**src/rtl/seg_display_scanner.sv**
```systemverilog
// Multiplexed seven-segment display controller with a hex or unsigned-decimal mode.
// Decimal values are converted by a sequential double-dabble, one bit per clock.
module seg_display_scanner #(
    parameter int NUM_DIGITS  = 4,
    parameter int SCAN_CYCLES = 1
) (
    input  logic                    clk,
    input  logic                    rst,
    input  logic [4*NUM_DIGITS-1:0] data_in,
    input  logic                    load,
    input  logic                    mode,
    input  logic                    blank_lz,
    input  logic [NUM_DIGITS-1:0]   dp_in,
    output logic                    busy,
    output logic                    ovf,
    output logic [7:0]              segments,
    output logic [NUM_DIGITS-1:0]   an
);

    localparam int W       = 4 * NUM_DIGITS;
    localparam int IDX_W   = $clog2(NUM_DIGITS);
    localparam int DWELL_W = (SCAN_CYCLES > 1) ? $clog2(SCAN_CYCLES) : 1;
    localparam int CNT_W   = $clog2(W);

    typedef enum logic {
        S_IDLE,
        S_CONV
    } state_t;

    state_t                state_q, state_d;
    logic [W-1:0]          buf_q, buf_d;
    logic [W-1:0]          bin_q, bin_d;
    logic [W-1:0]          bcd_q, bcd_d;
    logic [CNT_W-1:0]      cnt_q, cnt_d;
    logic                  sticky_q, sticky_d;
    logic [NUM_DIGITS-1:0] dp_q, dp_d;
    logic [NUM_DIGITS-1:0] pend_dp_q, pend_dp_d;
    logic                  blank_q, blank_d;
    logic                  pend_blank_q, pend_blank_d;
    logic                  ovf_q, ovf_d;
    logic [IDX_W-1:0]      idx_q, idx_d;
    logic [DWELL_W-1:0]    dwell_q, dwell_d;
    logic [7:0]            segments_q, segments_d;
    logic [NUM_DIGITS-1:0] an_q, an_d;

    logic [W-1:0]          bcd_adj;
    logic [W-1:0]          bcd_next;
    logic                  bcd_carry;
    logic [NUM_DIGITS-1:0] lz;
    logic                  seen_nz;
    logic [3:0]            nib;
    logic                  sel_dp;
    logic                  sel_lz;
    logic [7:0]            base;

    function automatic logic [7:0] encode(input logic [3:0] n);
        logic [7:0] s;
        case (n)
            4'h0: s = 8'hC0;
            4'h1: s = 8'hF9;
            4'h2: s = 8'hA4;
            4'h3: s = 8'hB0;
            4'h4: s = 8'h99;
            4'h5: s = 8'h92;
            4'h6: s = 8'h82;
            4'h7: s = 8'hF8;
            4'h8: s = 8'h80;
            4'h9: s = 8'h90;
            4'hA: s = 8'h88;
            4'hB: s = 8'h83;
            4'hC: s = 8'hC6;
            4'hD: s = 8'hA1;
            4'hE: s = 8'h86;
            default: s = 8'h8E;
        endcase
        return s;
    endfunction

    // One double-dabble step: add-3 correction, then shift the next binary bit in.
    always_comb begin
        bcd_adj = bcd_q;
        for (int i = 0; i < NUM_DIGITS; i++) begin
            if (bcd_q[i*4 +: 4] >= 4'd5) begin
                bcd_adj[i*4 +: 4] = bcd_q[i*4 +: 4] + 4'd3;
            end
        end
        bcd_carry = bcd_adj[W-1];
        bcd_next  = {bcd_adj[W-2:0], bin_q[W-1]};
    end

    always_comb begin
        state_d      = state_q;
        buf_d        = buf_q;
        bin_d        = bin_q;
        bcd_d        = bcd_q;
        cnt_d        = cnt_q;
        sticky_d     = sticky_q;
        dp_d         = dp_q;
        pend_dp_d    = pend_dp_q;
        blank_d      = blank_q;
        pend_blank_d = pend_blank_q;
        ovf_d        = ovf_q;

        case (state_q)
            S_IDLE: begin
                if (load) begin
                    if (mode) begin
                        state_d      = S_CONV;
                        bin_d        = data_in;
                        bcd_d        = '0;
                        cnt_d        = '0;
                        sticky_d     = 1'b0;
                        pend_dp_d    = dp_in;
                        pend_blank_d = blank_lz;
                    end else begin
                        buf_d   = data_in;
                        dp_d    = dp_in;
                        blank_d = blank_lz;
                        ovf_d   = 1'b0;
                    end
                end
            end
            S_CONV: begin
                bin_d    = bin_q << 1;
                bcd_d    = bcd_next;
                sticky_d = sticky_q | bcd_carry;
                cnt_d    = cnt_q + 1'b1;
                // Display flags are swapped in with the result so the old value stays coherent.
                if (cnt_q == CNT_W'(W - 1)) begin
                    state_d = S_IDLE;
                    buf_d   = bcd_next;
                    ovf_d   = sticky_q | bcd_carry;
                    dp_d    = pend_dp_q;
                    blank_d = pend_blank_q;
                end
            end
            default: state_d = S_IDLE;
        endcase
    end

    always_comb begin
        dwell_d = dwell_q + 1'b1;
        idx_d   = idx_q;
        if (dwell_q == DWELL_W'(SCAN_CYCLES - 1)) begin
            dwell_d = '0;
            idx_d   = (idx_q == IDX_W'(NUM_DIGITS - 1)) ? '0 : idx_q + 1'b1;
        end
    end

    // A digit is a leading zero when it and every more significant nibble are zero.
    always_comb begin
        seen_nz = 1'b0;
        lz      = '0;
        for (int i = NUM_DIGITS - 1; i >= 0; i--) begin
            seen_nz = seen_nz | (|buf_q[i*4 +: 4]);
            lz[i]   = ~seen_nz;
        end
    end

    always_comb begin
        nib    = 4'h0;
        sel_dp = 1'b0;
        sel_lz = 1'b0;
        for (int i = 0; i < NUM_DIGITS; i++) begin
            if (idx_q == IDX_W'(i)) begin
                nib    = buf_q[i*4 +: 4];
                sel_dp = dp_q[i];
                sel_lz = lz[i] && (i != 0);
            end
        end
        if (ovf_q) begin
            base = 8'hBF;
        end else if (blank_q && sel_lz) begin
            base = 8'hFF;
        end else begin
            base = encode(nib);
        end
        segments_d = {~sel_dp, base[6:0]};
        an_d       = ~(NUM_DIGITS'(1) << idx_q);
    end

    always_ff @(posedge clk) begin
        if (rst) begin
            state_q      <= S_IDLE;
            buf_q        <= '0;
            bin_q        <= '0;
            bcd_q        <= '0;
            cnt_q        <= '0;
            sticky_q     <= 1'b0;
            dp_q         <= '0;
            pend_dp_q    <= '0;
            blank_q      <= 1'b0;
            pend_blank_q <= 1'b0;
            ovf_q        <= 1'b0;
            idx_q        <= '0;
            dwell_q      <= '0;
            segments_q   <= 8'hFF;
            an_q         <= '1;
        end else begin
            state_q      <= state_d;
            buf_q        <= buf_d;
            bin_q        <= bin_d;
            bcd_q        <= bcd_d;
            cnt_q        <= cnt_d;
            sticky_q     <= sticky_d;
            dp_q         <= dp_d;
            pend_dp_q    <= pend_dp_d;
            blank_q      <= blank_d;
            pend_blank_q <= pend_blank_d;
            ovf_q        <= ovf_d;
            idx_q        <= idx_d;
            dwell_q      <= dwell_d;
            segments_q   <= segments_d;
            an_q         <= an_d;
        end
    end

    assign busy     = (state_q == S_CONV);
    assign ovf      = ovf_q;
    assign segments = segments_q;
    assign an       = an_q;

endmodule

```
**config.mk**
```make
export PLATFORM = sky130hd
export DESIGN_NAME = seg_display_scanner
export DESIGN_NICKNAME = d
export VERILOG_FILES = /design/src/rtl/seg_display_scanner.sv
export SDC_FILE = /design/constraint.sdc
export NUM_CORES = 1
export LEC_CHECK = 0
export ABC_AREA = 1
export BUFFER_PORTS_ARGS = -buffer_cell sky130_fd_sc_hd__buf_2
export CORE_UTILIZATION = 55
export DETAILED_ROUTE_END_ITERATION = 8
export GPL_ROUTABILITY_DRIVEN = 0
export PLACE_DENSITY = 0.75
export SLEW_MARGIN = 20
export SYNTH_ARGS = -nofsm -noshare
export SYNTH_HDL_FRONTEND = slang
export SYNTH_SLANG_ARGS = --single-unit
export TNS_END_PERCENT = 20
```
**constraint.sdc**
```tcl
create_clock -name clk -period 4.8 [get_ports clk]
set_clock_uncertainty 0.05 [all_clocks]
set_input_delay 0.24 -clock clk [delete_from_list [all_inputs] [get_ports clk]]
set_output_delay 0.24 -clock clk [all_outputs]
set_load 0.02 [all_outputs]
```
; Yosys cells after proc, flatten, opt, wreduce, memory -nomap -nowiden
; Memories as Yosys holds them, arrays and structs flattened.
; Cells that the tools add are included.
[op_classes]
order_cmp = 4
shift = 1
n_reduce_logical = 10
bitwise = 10
mux = 50
eq_ne = 8
add_sub_neg = 7
[ops]
columns = op, n
row1 = two-way mux 16 bit, 7
row2 = one-hot mux 16 bit (2 select lines), 3
row3 = two-way mux 4 bit, 13
row4 = two-way mux 1 bit, 18
row5 = adder 4 x 2 -> 4 bit (second input constant), 4
row6 = greater-or-equal comparator 4 x 3 -> 1 bit (second input constant), 4
row7 = one-hot mux 4 bit (2 select lines), 2
row8 = two-way mux 7 bit, 2
row9 = OR reduction 4 bit, 3
row10 = one-hot mux 1 bit (2 select lines), 4
row11 = != test 2 bit (second input constant), 3
row12 = inverter 1 bit, 6
row13 = AND reduction 3 bit, 2
row14 = adder 4 x 1 -> 4 bit (second input constant), 1
row15 = == test 2 bit (second input constant), 2
row16 = == test 4 bit (second input constant), 1
row17 = inverter 4 bit, 1
row18 = left shift 1 x 2 -> 4 bit (first input constant), 1
row19 = bitwise OR 1 bit, 3
row20 = OR reduction 3 bit, 1
row21 = adder 2 x 1 -> 2 bit (second input constant), 1
row22 = == test 2 x 1 -> 1 bit (second input constant), 1
row23 = zero test 2 bit, 1
row24 = two-way mux 2 bit, 1
row25 = 5 further kinds, 5
[totals]
n_memories = 1
ff_bits = 80
out_inout_bits = 14
in_bits = 25
word_cells = 107
mem_bits_ro = 112
[memory_table]
columns = name, words, width, rd, rd_clocked_by_memory_dff, wr, line
row1 = (no name shown), 16, 7, 1, 0, 0, 58  ; case (n)

; Depth between registers and ports, before layout
[depth]
depth_word = 10
ltp_mapped = 15
depth_no_buf = 15

; Worst setup path after synthesis
; No wires, ideal clock.
[synth_path]
path_type = register to register
start = reg idx_q[0]
end = reg segments_q[0], in the netlist segments[0]
path_buffers = 1
setup_slack_ns = 2.855
period_less_slack_ns = 1.945
stages_incl_launch_ff = 13
arrival_time_ns = 1.756
t_required_ns = 4.611
setup_time_ns = 0.139
path_cell_list = dfxtp_1 > inv_1 > ha_1 > buf_4 > a21oi_1 > nand2_1 > a21boi_4 > inv_1 > ha_1 > inv_1 > nor2_1 > o21ai_1 > nand3_1
[synth_via]
elab_chain_len = 6
elab_cells_between_ends = 14
classes_between = eq/ne (3) / mux (7) / reduce/logical (3) / memory (1)
[synth_lines]
columns = item, line
row1 = "start, declared", 41  ; logic [IDX_W-1:0] idx_q, idx_d;
row2 = "start signal, assigned", 211  ; idx_q <= idx_d;
row3 = zero test 2 bit or == test 2 x 1 -> 1 bit (tied branches), 165  ; if (idx_q == IDX_W'(i)) begin
row4 = two-way mux 4 bit or two-way mux 1 bit (tied branches) (3 in series), 165
row5 = two-way mux 4 bit or logical AND 1 bit (tied branches), "165, 173"
row6 = memory read (16 x 7 bit) or OR reduction 3 bit (tied branches), --
row7 = "end signal, assigned", 213  ; segments_q <= segments_d;
row8 = "end, declared", 43  ; logic [7:0] segments_q, segments_d;
; Parallel ways exist; a longest one is shown, timed or not.
; A chain may end at the register's enable or synchronous reset.

; Worst setup path in the final report
; Ends and elaborated chain as after synthesis.

==> results.py <==
metrics = {
    "outcome": {
        "status": "completed",
    },
    "critical_path": {
        "cp_common_cell": "inv_1",
        "timing.rr.start": "idx_q[0]$_SDFFE_PP0N_",
        "required_ps": 4960,
        "path_cells": "inv_1, ha_1, inv_1, o211ai_1, nand2_1, o21ai_2, inv_1, ha_1, inv_1, nor2_2, o21ai_1, nand3_1",
        "cp-startpoint": "idx_q[0]$_SDFFE_PP0N_",
        "startpoint_type": "flop",
        "r2r_slack_ps": 2630,
        "critPathCaptureType": "flop",
        "crit_arrival_ps": 2330,
        "crit_path_max_incr_delay_ps": 410,
        "critPathKind": "reg2reg",
        "cp_slowest_cell": "ha_1",
        "critical_path.max_fanout": 10,
    },
    "global_route": {
        "use_met1_pct": 30.5,
        "grt_busiest_layer": "met2",
        "grt_max_degree": 46,
        "grt_overflow": 0,
        "antenna_found_initial": 0,
        "gr-usage-met3_pct": 6.74,
        "use_met2_pct": 41.5,
        "grt_use_total_pct": 24.5,
        "grt_pass1_vias": 3247,
        "grt_first_pass_wirelength_mm": 14.3,
    },
    "yosys": {
        "synth-warning-count": 0,
        "synth-seq-cells": 80,
        "synthCells": 510,
        "syn_nets": 555,
        "ys_seq_area_share_pct": 41.7,
        "synth_top_area_share_pct": 41.7,
        "ys_types": 35,
        "syn_avg_cell_area_sq_um": 7.52,
        "synth_top_cell_by_area": "dfxtp_1",
        "synth_area_sq_mm": 0.00384,
        "synthTopCellsByArea": "dfxtp_1 42%, nand2_1 11%, a21oi_1 9.8%, ha_1 6.5%, a31oi_1 3.9%",
    },
    "routing": {
        "vias_per_cell": 5.56,
        "ant_nets": 0,
        "wl_per_cell_um": 13.5,
        "vias": 3446,
        "finalWirelength_mm": 8.36,
        "drtIter0Drc": 140,
        "first_pass_iters": 5,
        "drc_errors": 0,
    },
    "clock_tree": {
        "cts_max_level": 3,
        "cts_buffer_depth": 2,
        "cts.repair.resized": 0,
        "clock_sinks": 80,
        "cts_hold_buf": 0,
        "clock-root-buffer": "clkbuf_8",
        "clk_pin_slew_ps": 80,
        "post_cts_buffers": 0,
        "clock_latency_ps": 350,
        "cts_tree": "yes",
        "cts-buffers-inserted": 9,
    },
    "final_layout": {
        "area_growth_pct": 9.72,
        "antenna_cells": 0,
        "drive_gt1_share_pct": 14.6,
        "layout.nets": 580,
    },
    "timing": {
        "tns_ps": 0,
        "setup_viol": 0,
        "clock.fmax_mhz": 461,
        "drv_slew": 0,
        "tightest_slew_ps": 834,
        "final_hold_viol_count": 0,
        "fin_crit_sh_pct": 45.2,
        "relSlewSlack_pct": 44.4,
        "rsz0062_at_grt": "false",
        "period_needed_ps": 2170,
    },
    "pwr": {
        "p_leak_nw": 1.69,
        "report.power.total_w": 0.00148,
        "p_per_area_mw_per_mm2": 352,
        "peakVddDrop_mv": 0.235,
    },
    "worst_hold_path": {
        "min_from": "dp_in[2]",
        "hp-class": "in2reg",
    },
    "placement": {
        "place_hpwl_mm": 5.94,
        "port-buffer-count": 38,
    },
    "die": {
        "die_w_um": 85.5,
        "pin_count": 39,
        "rows": 30,
        "core-area_sq_mm": 0.00676,
        "initial_core_util_pct": 56.8,
        "die_area_sq_mm": 0.00731,
        "die_h_um": 85.5,
    },
    "flow_run": {
        "max_cap_viol_count": 0,
    },
}
## cells by family after synthesis
group	Yosys count	synth area share [%]
simple gates	183	20.4
compound gates	158	23.3
fa+ha+maj	20	6.52
buf+inv	65	7.31
xor+xnor	3	0.685
other cells	1	0.0978
flops	80	41.7
## registers in the layout, summed over array words and instances, names as in the netlist
name          flops
bcd_q            16
bin_q            16
buf_q            16
segments          8
an                4
cnt_q             4
dp_q              4
pend_dp_q         4
idx_q             2
blank_q           1
busy              1
dwell_q           1
ovf               1
pend_blank_q      1
sticky_q          1
## routing by layer
layer,wire length [um],vias to the layer above
li1,-,1756
met1,3860,1570
met2,3880,110
met3,529,10
met4,87,0
met5,0,-
## layout make-up
type | count | area, sq um
multi-input cells | 365 | 1950
well taps | 80 | 100
clock inverters | 7 | 78.8
flip-flops and latches | 80 | 1600
repair buffers | 39 | 198
fillers | 594 | 2550
inverters | 40 | 153
clock buffers | 9 | 124
## final timing paths
| path | end | depth (start not counted) |
|---|---|---|
| min | pend_dp_q[2]$_SDFFE_PP0P_ | 3 |
| max | segments[0]$_SDFF_PP1_ | 12 |
| min reg2reg | pend_dp_q[1]$_SDFFE_PP0P_ | 2 |
| max reg2reg | segments[0]$_SDFF_PP1_ | 12 |
## cells in the final DEF, fill, tap and decap left out, types with 4 or more instances in the layout
master	instances
nand2_1	114
dfxtp_1	80
a21oi_1	75
buf_2	38
inv_1	36
o21ai_0	30
nand3_1	29
a31oi_1	24
nor2_1	23
ha_1	20
o21ai_1	16
clkbuf_8	9
nand2_2	7
o211ai_1	4
## per-stage QoR
step | area (sq um) | hold WS, ps | setup slack (ps) | instances | util, %
3_3_place_gp | 4010 | 402 | 2670 | 604 | 59.3
5_1_grt | 4210 | 101 | 2370 | 620 | 62.3
4_1_cts | 4210 | 98.0 | 2630 | 620 | 62.3
6_report | 4210 | 102 | 2630 | 620 | 62.3
3_5_place_dp | 4010 | 404 | 2640 | 604 | 59.3
2_1_floorplan | 3840 | 339 | 2850 | 510 | -
## cells in the mapped netlist
| cell | instances |
|---|---|
| nor2_1 | 23 |
| o21ai_4 | 1 |
| o21ai_1 | 16 |
| nor3_1 | 1 |
| inv_1 | 36 |
| o31ai_1 | 1 |
| o211ai_1 | 4 |
| nor2_4 | 1 |
| a21boi_1 | 1 |
| buf_4 | 2 |
| buf_1 | 1 |
| dfxtp_1 | 80 |
| nor2_2 | 1 |
| nand2_2 | 7 |
| or2_2 | 3 |
| nand2_1 | 114 |
| conb_1 | 1 |
| inv_2 | 3 |
| clkbuf_1 | 11 |
| nor3b_1 | 2 |
| nand2_4 | 1 |
| buf_2 | 9 |
| o21ai_0 | 30 |
| nand3_2 | 1 |
| a21oi_1 | 75 |
| ha_1 | 20 |
| nand3_1 | 29 |
| a21boi_4 | 1 |
| buf_6 | 2 |
| o21ai_2 | 2 |
| a31oi_1 | 24 |
| a21oi_4 | 2 |
| a211oi_1 | 1 |
| xor2_1 | 3 |
| inv_4 | 1 |
## worst max-delay path: cells and delay by family (launching register included)
kind / cells / cell delay, ps
AOI/OAI and AO/OA: 3 / 360
adders and majority gates: 2 / 600
buffers and inverters: 4 / 460
DFF: 1 / 330
and+or+nand+nor: 3 / 220
## report_power, final
part	internal [W]	total (W)	switching, W
combinational	0.0000842	0.000251	0.000167
clock	0.000244	0.000499	0.000254
sequential	0.000708	0.000733	0.0000245
total	0.00104	0.00148	0.000446
Power figures use the tool's default switching activity.
